==> src/rtl/memory_stage_if.sv <==
// memory_stage_if: req/valid data-memory port between the memory stage and the memory
interface memory_stage_if #(parameter int DATA_W = 16);
  logic              mem_en;
  logic              mem_wr;
  logic [DATA_W-1:0] mem_addr;
  logic [DATA_W-1:0] mem_wdata;
  logic [DATA_W-1:0] mem_rdata;
  logic              mem_valid;
  modport master (output mem_en, mem_wr, mem_addr, mem_wdata, input mem_rdata, mem_valid);
  modport slave  (input mem_en, mem_wr, mem_addr, mem_wdata, output mem_rdata, mem_valid);
endinterface

==> src/rtl/memory_stage.sv <==
// memory_stage: X/M register, variable-latency data-memory access FSM and M/W register
module memory_stage #(
  parameter int DATA_W  = 16,
  parameter int REG_W   = 4,
  parameter int TMO_CYC = 64
) (
  input  logic              clk,
  input  logic              rst,
  input  logic [DATA_W-1:0] alu_out_x,
  input  logic [DATA_W-1:0] store_data_x,
  input  logic [REG_W-1:0]  dst_reg_x,
  input  logic [REG_W-1:0]  rt_x,
  input  logic [REG_W-1:0]  rd_x,
  input  logic              reg_write_x,
  input  logic              mem_read_x,
  input  logic              mem_write_x,
  input  logic              flush_xm,
  input  logic              b_m2m,
  input  logic [DATA_W-1:0] writeback_data,
  output logic [DATA_W-1:0] alu_out_xm,
  output logic [REG_W-1:0]  dst_reg_xm,
  output logic [REG_W-1:0]  rt_xm,
  output logic [REG_W-1:0]  rd_xm,
  output logic              reg_write_xm,
  output logic              mem_write_xm,
  output logic              stall_m,
  output logic              mem_err,
  output logic [DATA_W-1:0] wb_data_mw,
  output logic [REG_W-1:0]  dst_reg_mw,
  output logic              reg_write_mw,
  memory_stage_if.master    mem
);
  localparam int CW = $clog2(TMO_CYC);
  typedef enum logic {S_IDLE, S_WAIT} state_t;
  typedef struct packed {
    logic [DATA_W-1:0] alu;
    logic [DATA_W-1:0] sd;
    logic [REG_W-1:0]  dst;
    logic [REG_W-1:0]  rt;
    logic [REG_W-1:0]  rd;
    logic              rw;
    logic              mr;
    logic              mw;
  } xm_t;
  typedef struct packed {
    logic [DATA_W-1:0] data;
    logic [REG_W-1:0]  dst;
    logic              rw;
  } mw_t;
  state_t        state_q, state_d;
  logic [CW-1:0] cnt_q, cnt_d;
  logic          err_q, err_d;
  xm_t           xm_q, xm_d;
  mw_t           mw_q, mw_d;
  logic          access, tmo, done;
  // access handshake: stall until mem_valid or the wait budget runs out
  always_comb begin
    access   = xm_q.mr | xm_q.mw;
    tmo      = state_q == S_WAIT && cnt_q == CW'(TMO_CYC - 1) && !mem.mem_valid;
    done     = mem.mem_valid | tmo;
    stall_m  = access & ~done;
    state_d  = stall_m ? S_WAIT : S_IDLE;
    cnt_d    = state_q == S_WAIT ? cnt_q + 1'b1 : '0;
    err_d    = err_q | tmo;
  end
  // pipeline registers: X/M holds on stall, M/W takes a bubble on stall
  always_comb begin
    xm_d = stall_m ? xm_q : flush_xm ? '0 :
           '{alu_out_x, store_data_x, dst_reg_x, rt_x, rd_x, reg_write_x, mem_read_x, mem_write_x};
    mw_d = stall_m ? '{mw_q.data, mw_q.dst, 1'b0} :
           '{xm_q.mr ? (tmo ? '0 : mem.mem_rdata) : xm_q.alu, xm_q.dst, xm_q.rw};
  end
  // state and pipeline flops; reset abandons any access in flight
  always_ff @(posedge clk) begin
    if (rst) begin
      state_q <= S_IDLE;
      cnt_q   <= '0;
      err_q   <= 1'b0;
      xm_q    <= '0;
      mw_q    <= '0;
    end else begin
      state_q <= state_d;
      cnt_q   <= cnt_d;
      err_q   <= err_d;
      xm_q    <= xm_d;
      mw_q    <= mw_d;
    end
  end
  assign mem.mem_en    = access;
  assign mem.mem_wr    = xm_q.mw;
  assign mem.mem_addr  = xm_q.alu;
  assign mem.mem_wdata = b_m2m ? writeback_data : xm_q.sd;
  assign alu_out_xm    = xm_q.alu;
  assign dst_reg_xm    = xm_q.dst;
  assign rt_xm         = xm_q.rt;
  assign rd_xm         = xm_q.rd;
  assign reg_write_xm  = xm_q.rw;
  assign mem_write_xm  = xm_q.mw;
  assign mem_err       = err_q;
  assign wb_data_mw    = mw_q.data;
  assign dst_reg_mw    = mw_q.dst;
  assign reg_write_mw  = mw_q.rw;
endmodule

==> src/flat_wrapper.sv <==
// flat-port wrapper written by rule: the top's interface ports become plain ports
module memory_stage_flat 
#(
  parameter int DATA_W  = 16,
  parameter int REG_W   = 4,
  parameter int TMO_CYC = 64
)
  (clk, rst, alu_out_x, store_data_x, dst_reg_x, rt_x, rd_x, reg_write_x, mem_read_x, mem_write_x, flush_xm, b_m2m, writeback_data, alu_out_xm, dst_reg_xm, rt_xm, rd_xm, reg_write_xm, mem_write_xm, stall_m, mem_err, wb_data_mw, dst_reg_mw, reg_write_mw, mem_mem_en, mem_mem_wr, mem_mem_addr, mem_mem_wdata, mem_mem_rdata, mem_mem_valid);
  memory_stage_if #(.DATA_W(DATA_W)) mem_i ();
  input  logic clk;
  input  logic rst;
  input  logic [DATA_W-1:0] alu_out_x;
  input  logic [DATA_W-1:0] store_data_x;
  input  logic [REG_W-1:0] dst_reg_x;
  input  logic [REG_W-1:0] rt_x;
  input  logic [REG_W-1:0] rd_x;
  input  logic reg_write_x;
  input  logic mem_read_x;
  input  logic mem_write_x;
  input  logic flush_xm;
  input  logic b_m2m;
  input  logic [DATA_W-1:0] writeback_data;
  output logic [DATA_W-1:0] alu_out_xm;
  output logic [REG_W-1:0] dst_reg_xm;
  output logic [REG_W-1:0] rt_xm;
  output logic [REG_W-1:0] rd_xm;
  output logic reg_write_xm;
  output logic mem_write_xm;
  output logic stall_m;
  output logic mem_err;
  output logic [DATA_W-1:0] wb_data_mw;
  output logic [REG_W-1:0] dst_reg_mw;
  output logic reg_write_mw;
  output wire logic [$bits(mem_i.mem_en)-1:0] mem_mem_en;
  output wire logic [$bits(mem_i.mem_wr)-1:0] mem_mem_wr;
  output wire logic [$bits(mem_i.mem_addr)-1:0] mem_mem_addr;
  output wire logic [$bits(mem_i.mem_wdata)-1:0] mem_mem_wdata;
  input wire logic [$bits(mem_i.mem_rdata)-1:0] mem_mem_rdata;
  input wire logic [$bits(mem_i.mem_valid)-1:0] mem_mem_valid;
  assign mem_mem_en = mem_i.mem_en;
  assign mem_mem_wr = mem_i.mem_wr;
  assign mem_mem_addr = mem_i.mem_addr;
  assign mem_mem_wdata = mem_i.mem_wdata;
  assign mem_i.mem_rdata = mem_mem_rdata;
  assign mem_i.mem_valid = mem_mem_valid;
  memory_stage #(.DATA_W(DATA_W), .REG_W(REG_W), .TMO_CYC(TMO_CYC)) u_core (.clk(clk), .rst(rst), .alu_out_x(alu_out_x), .store_data_x(store_data_x), .dst_reg_x(dst_reg_x), .rt_x(rt_x), .rd_x(rd_x), .reg_write_x(reg_write_x), .mem_read_x(mem_read_x), .mem_write_x(mem_write_x), .flush_xm(flush_xm), .b_m2m(b_m2m), .writeback_data(writeback_data), .alu_out_xm(alu_out_xm), .dst_reg_xm(dst_reg_xm), .rt_xm(rt_xm), .rd_xm(rd_xm), .reg_write_xm(reg_write_xm), .mem_write_xm(mem_write_xm), .stall_m(stall_m), .mem_err(mem_err), .wb_data_mw(wb_data_mw), .dst_reg_mw(dst_reg_mw), .reg_write_mw(reg_write_mw), .mem(mem_i));
endmodule
==> config.mk <==
export PLATFORM = sky130hd
export DESIGN_NAME = memory_stage_flat
export DESIGN_NICKNAME = d
export VERILOG_FILES = /design/src/rtl/memory_stage_if.sv /design/src/rtl/memory_stage.sv /design/src/flat_wrapper.sv
export SDC_FILE = /design/constraint.sdc
export NUM_CORES = 1
export LEC_CHECK = 0
export CAP_MARGIN = 10
export CORE_MARGIN = 2
export CORE_UTILIZATION = 42
export DETAILED_ROUTE_END_ITERATION = 12
export GPL_TIMING_DRIVEN = 0
export PLACE_DENSITY = 0.88
export SYNTH_ARGS = -nofsm -noshare
export SYNTH_HDL_FRONTEND = slang
export SYNTH_SLANG_ARGS = --single-unit
export TNS_END_PERCENT = 5
==> constraint.sdc <==
create_clock -name clk -period 4.75 [get_ports clk]
set_input_delay 0.95 -clock clk [delete_from_list [all_inputs] [get_ports clk]]
set_output_delay 0.95 -clock clk [all_outputs]
set_load 0.005 [all_outputs]
=== Word-level counts from Yosys, hierarchy flattened ===
Cells that the tools add are included.

* Input port bits: 84
* Logic and storage cells: 32
* Register bits: 76

* Add/subtract/negate cells: 1
* Mux-type cells: 5
* Reduce and logical (&&, ||, !) cells: 5
* Equal/unequal tests: 1
* Bitwise operators: 6

{| class="wikitable"
|+ Operators with widths
! kind !! count
|-
| 16-bit 2-to-1 mux || 3
|-
| 47-bit 2-to-1 mux || 1
|-
| 6-bit by 1-bit adder with 6-bit output (second input constant) || 1
|-
| 6-bit equality test (second input constant) || 1
|-
| 2-bit OR reduction || 2
|-
| 1-bit OR || 3
|-
| 1-bit logical AND || 2
|-
| 1-bit inverter || 2
|-
| 1-bit bitwise AND || 1
|-
| 1-bit zero test || 1
|-
| 1-bit 2-to-1 mux || 1
|}

=== Depth between registers and ports, before layout ===
* Depth after elaboration: 7
* Mapped depth: 8

=== Worst setup path before layout ===
No wires, ideal clock.

* Path type: input to output
* Start: in b_m2m
* End: out mem_mem_wdata[10]
* Buffers on the path: 2
* Cell stages on the path: 3
* Data arrival time: 1928 ps
* Path slack: 1872 ps
* Data required time: 3800 ps
* Cell sequence: clkbuf_1 > buf_1 > mux2_2

* Longest elaborated chain between the ends: 1

{| class="wikitable"
|+ RTL lines
! item !! line !! text
|-
| from (decl) || flat_wrapper.sv:21 || <nowiki>input logic b_m2m;</nowiki>
|-
| 16-bit 2-to-1 mux || memory_stage.sv:92 || <nowiki>assign mem.mem_wdata = b_m2m ? writeback_data : xm_q.sd;</nowiki>
|-
| to (decl) || flat_wrapper.sv:37 || <nowiki>output wire logic [$bits(mem_i.mem_wdata)-1:0] mem_mem_wdata;</nowiki>
|}

Every way passes these cells.

=== Worst setup path after layout ===
* Start: in b_m2m
* End: out mem_mem_wdata[5]

Same word-level chain as after synthesis.

==> flow_summary.toml <==
[critical_path]
slowest_stage = "buf_1"
start_kind = "input pin"
cpLargestDelayFamily = "buffers and inverters"
crit_type = "in2out"
critPathArrivalTime_ps = 2560
cp.required_ps = 3800
crit_buf_inv = 3
critPathMaxStageDelay_ps = 470
crit_path_cell_trace = "clkbuf_1, buf_1, mux2_2, clkdlybuf4s50_1"
worstPathMaxFanout = 10
critPathCaptureType = "primary output"

[floorplan]
ios = 171
start_util = 0.426
fp.dieH_um = 91.9
rows = 32
die_area_um2 = 8440
core_um2 = 7610
die_w_um = 91.9

[job]
drv_cap = 0

[detailed_routing]
wl_per_cell_um = 14.8
vias = 2762
drt-pass1-iter-count = 4
drt_first_iter_violations = 94
drc_errors = 0
ant_nets = 0
routed_wl_um = 8530
routed_via_density = 4.79

[placement]
hpwl_um = 6450
port-buffer-count = 168
gp_congestion = 0.778

[yosys]
synthDistinctLibCells = 29
synth.ff_latch_count = 76
synthCells = 291
synth_nets = 376
synth-seq-area-share = 0.469
yosys_warnings = 0
syn_area_per_cell_um2 = 11.1
netlist_area_um2 = 3240

[global_route]
overflow = 0
met3_usage = 0.0600
track_usage = 0.209
use_met2 = 0.353
gr-usage-met1 = 0.253
busiest_layer = "met2"
antenna_found_initial = 0
grt_pass1_wl_um = 13900
grt_pass1_vias = 2812
grt_max_degree = 13

[layout]
area_growth_pct = 62.0
diodes = 0
nets = 555
n_fill_cell = 589
drive_above_1_share = 0.219

[timing]
tns_ps = 0
fin_crit_sh = 0.740
slew_headroom = 0.648
finClkSkew_ps = 8.16
tightest_slew_ps = 527
hold_viol = 0
timing.hold.ws_ps = 449
timing.fmax_mhz = 285
rsz0062_at_grt = "false"
fin_crit_ps = 3510
finalSetupViolCount = 0
slew_viol_final = 0

[clock_network]
clkSlewWorstSetupHoldPaths_ps = 80
clock_latency_ps = 330
cts_buffers = 9
clock_sinks = 76
post_cts_resized = 0
htree_num_levels = 3
hold_buffers = 0
cts_setup_buffers = 0
cts-root-buf = "clkbuf_8"
cts_buffer_depth = 2
cts_tree = "yes"

[power_and_ir_drop]
power_density_nw_per_um2 = 274
power_leakage_nw = 2.14
worst_ir_drop_vdd_mv = 0.128

[min_path]
hold_path.class = "reg2reg"

[outcome]
status = "completed"
-- flip-flops by register name, indices dropped and copies added, names as in the netlist --
signal / cells
u_core.state_q: 1
u_core.wb_data_mw: 16
u_core.dst_reg_mw: 4
u_core.dst_reg_xm: 4
u_core.mem_err: 1
u_core.reg_write_mw: 1
u_core.mem.mem_wr: 1
u_core.rt_xm: 4
u_core.rd_xm: 4
u_core.reg_write_xm: 1
u_core.xm_q: 17
u_core.alu_out_xm: 16
u_core.cnt_q: 6
-- per-layer routing --
metal  part of all wire  wire length [µm]
met5                  0                 0
met4              0.016               137
met3              0.068               578
met2               0.48              4100
met1               0.44              3710
-- cell usage after synthesis, drive strengths merged --
cell type / n / area [µm²]
and2b: 7 / 52.6
a21oi: 16 / 80.1
inv: 3 / 11.3
nor2b: 10 / 70.1
or2: 3 / 18.8
o2bb2ai: 16 / 196
mux2: 16 / 180
nand2: 1 / 3.75
o211a: 1 / 10.0
nor3: 2 / 15.0
nand3: 4 / 20.0
mux2i: 4 / 40.0
dfxtp: 76 / 1520
nand2b: 1 / 6.26
nor2: 13 / 48.8
ha: 1 / 12.5
xnor2: 1 / 8.76
o31a: 1 / 8.76
clkbuf: 3 / 11.3
a22o: 47 / 412
buf: 62 / 490
xor2: 3 / 26.3
-- placed cells by master, fill, tap and decap left out, types with 2 or more instances in the layout --
cell type	Yosys	routed
a21oi_1	16	16
a22o_1	47	47
and2b_1	7	7
buf_2	2	2
buf_4	50	50
buf_6	9	9
clkbuf_1	3	4
clkbuf_8	0	11
clkdlybuf4s50_1	0	168
clkinv_2	0	2
dfxtp_1	76	76
inv_1	3	3
mux2_2	16	16
mux2i_1	4	4
nand3_1	4	4
nor2_1	13	13
nor2b_1	9	9
o2bb2ai_1	7	7
o2bb2ai_2	9	9
or2_1	2	2
xor2_1	3	3
-- through the flow --
| step | total power, mW | util | std cells | setup WS, ps | instance area, µm² |
|---|---|---|---|---|---|
| 6_report | 1.44 | 0.691 | 577 | 1240 | 5260 |
| 5_1_grt | 1.52 | 0.691 | 577 | 1090 | 5260 |
| 4_1_cts | 1.46 | 0.691 | 577 | 1200 | 5260 |
| 3_5_place_dp | 0.961 | 0.664 | 561 | 1210 | 5050 |
| 3_3_place_gp | 0.955 | 0.664 | 561 | 1220 | 5050 |
| 2_1_floorplan | 0.798 | - | 291 | 1870 | 3240 |
-- power breakdown --
part | switching (mW) | internal [mW]
logic | 0.0782 | 0.183
registers | 0.0199 | 0.664
clock network | 0.225 | 0.270
total | 0.324 | 1.12
-- worst register-to-register path, cell delays in order, from the launching register on --
cell and delay, ps:
dfxtp_1 380, ha_1 240, nand3_1 140, o211a_1 240, buf_6 140, nor2b_4 130
buf_6 150, buf_6 150, a22o_1 230
-- kinds of logic after synthesis --
| group | count (synthesis) | share of synthesized area |
|---|---|---|
| AO/OA/AOI/OAI | 81 | 0.218 |
| flip-flops | 76 | 0.469 |
| buffers and inverters | 68 | 0.158 |
| AND/OR/NAND/NOR | 41 | 0.0725 |
| multiplexers | 20 | 0.0679 |
| XOR/XNOR | 4 | 0.0108 |
| adder cells (fa/ha/maj) | 1 | 0.00386 |
-- area by class of cell --
cell class	count	area (µm²)	area share
tap	102	128	0.0243
sequential	76	1520	0.289
inverter	3	11.3	0.00214
timing repair buffer	168	1680	0.320
clock inverter	4	47.5	0.00905
buffer	65	502	0.0955
clock buffer	12	155	0.0295
multi-input combinational	147	1210	0.230
-- final timing paths --
kind	from	end	slack, ps	depth (start not counted)
max	b_m2m	mem_mem_wdata[5]	1240	4
min	u_core.reg_write_xm$_SDFFE_PP0N_	u_core.reg_write_mw$_SDFF_PP0_	450	2
max reg2reg	u_core.cnt_q[0]$_SDFF_PP0_	u_core.dst_reg_xm[2]$_SDFFE_PP0N_	2860	8
min reg2reg	u_core.reg_write_xm$_SDFFE_PP0N_	u_core.reg_write_mw$_SDFF_PP0_	450	2
Power figures use the tool's default switching activity.
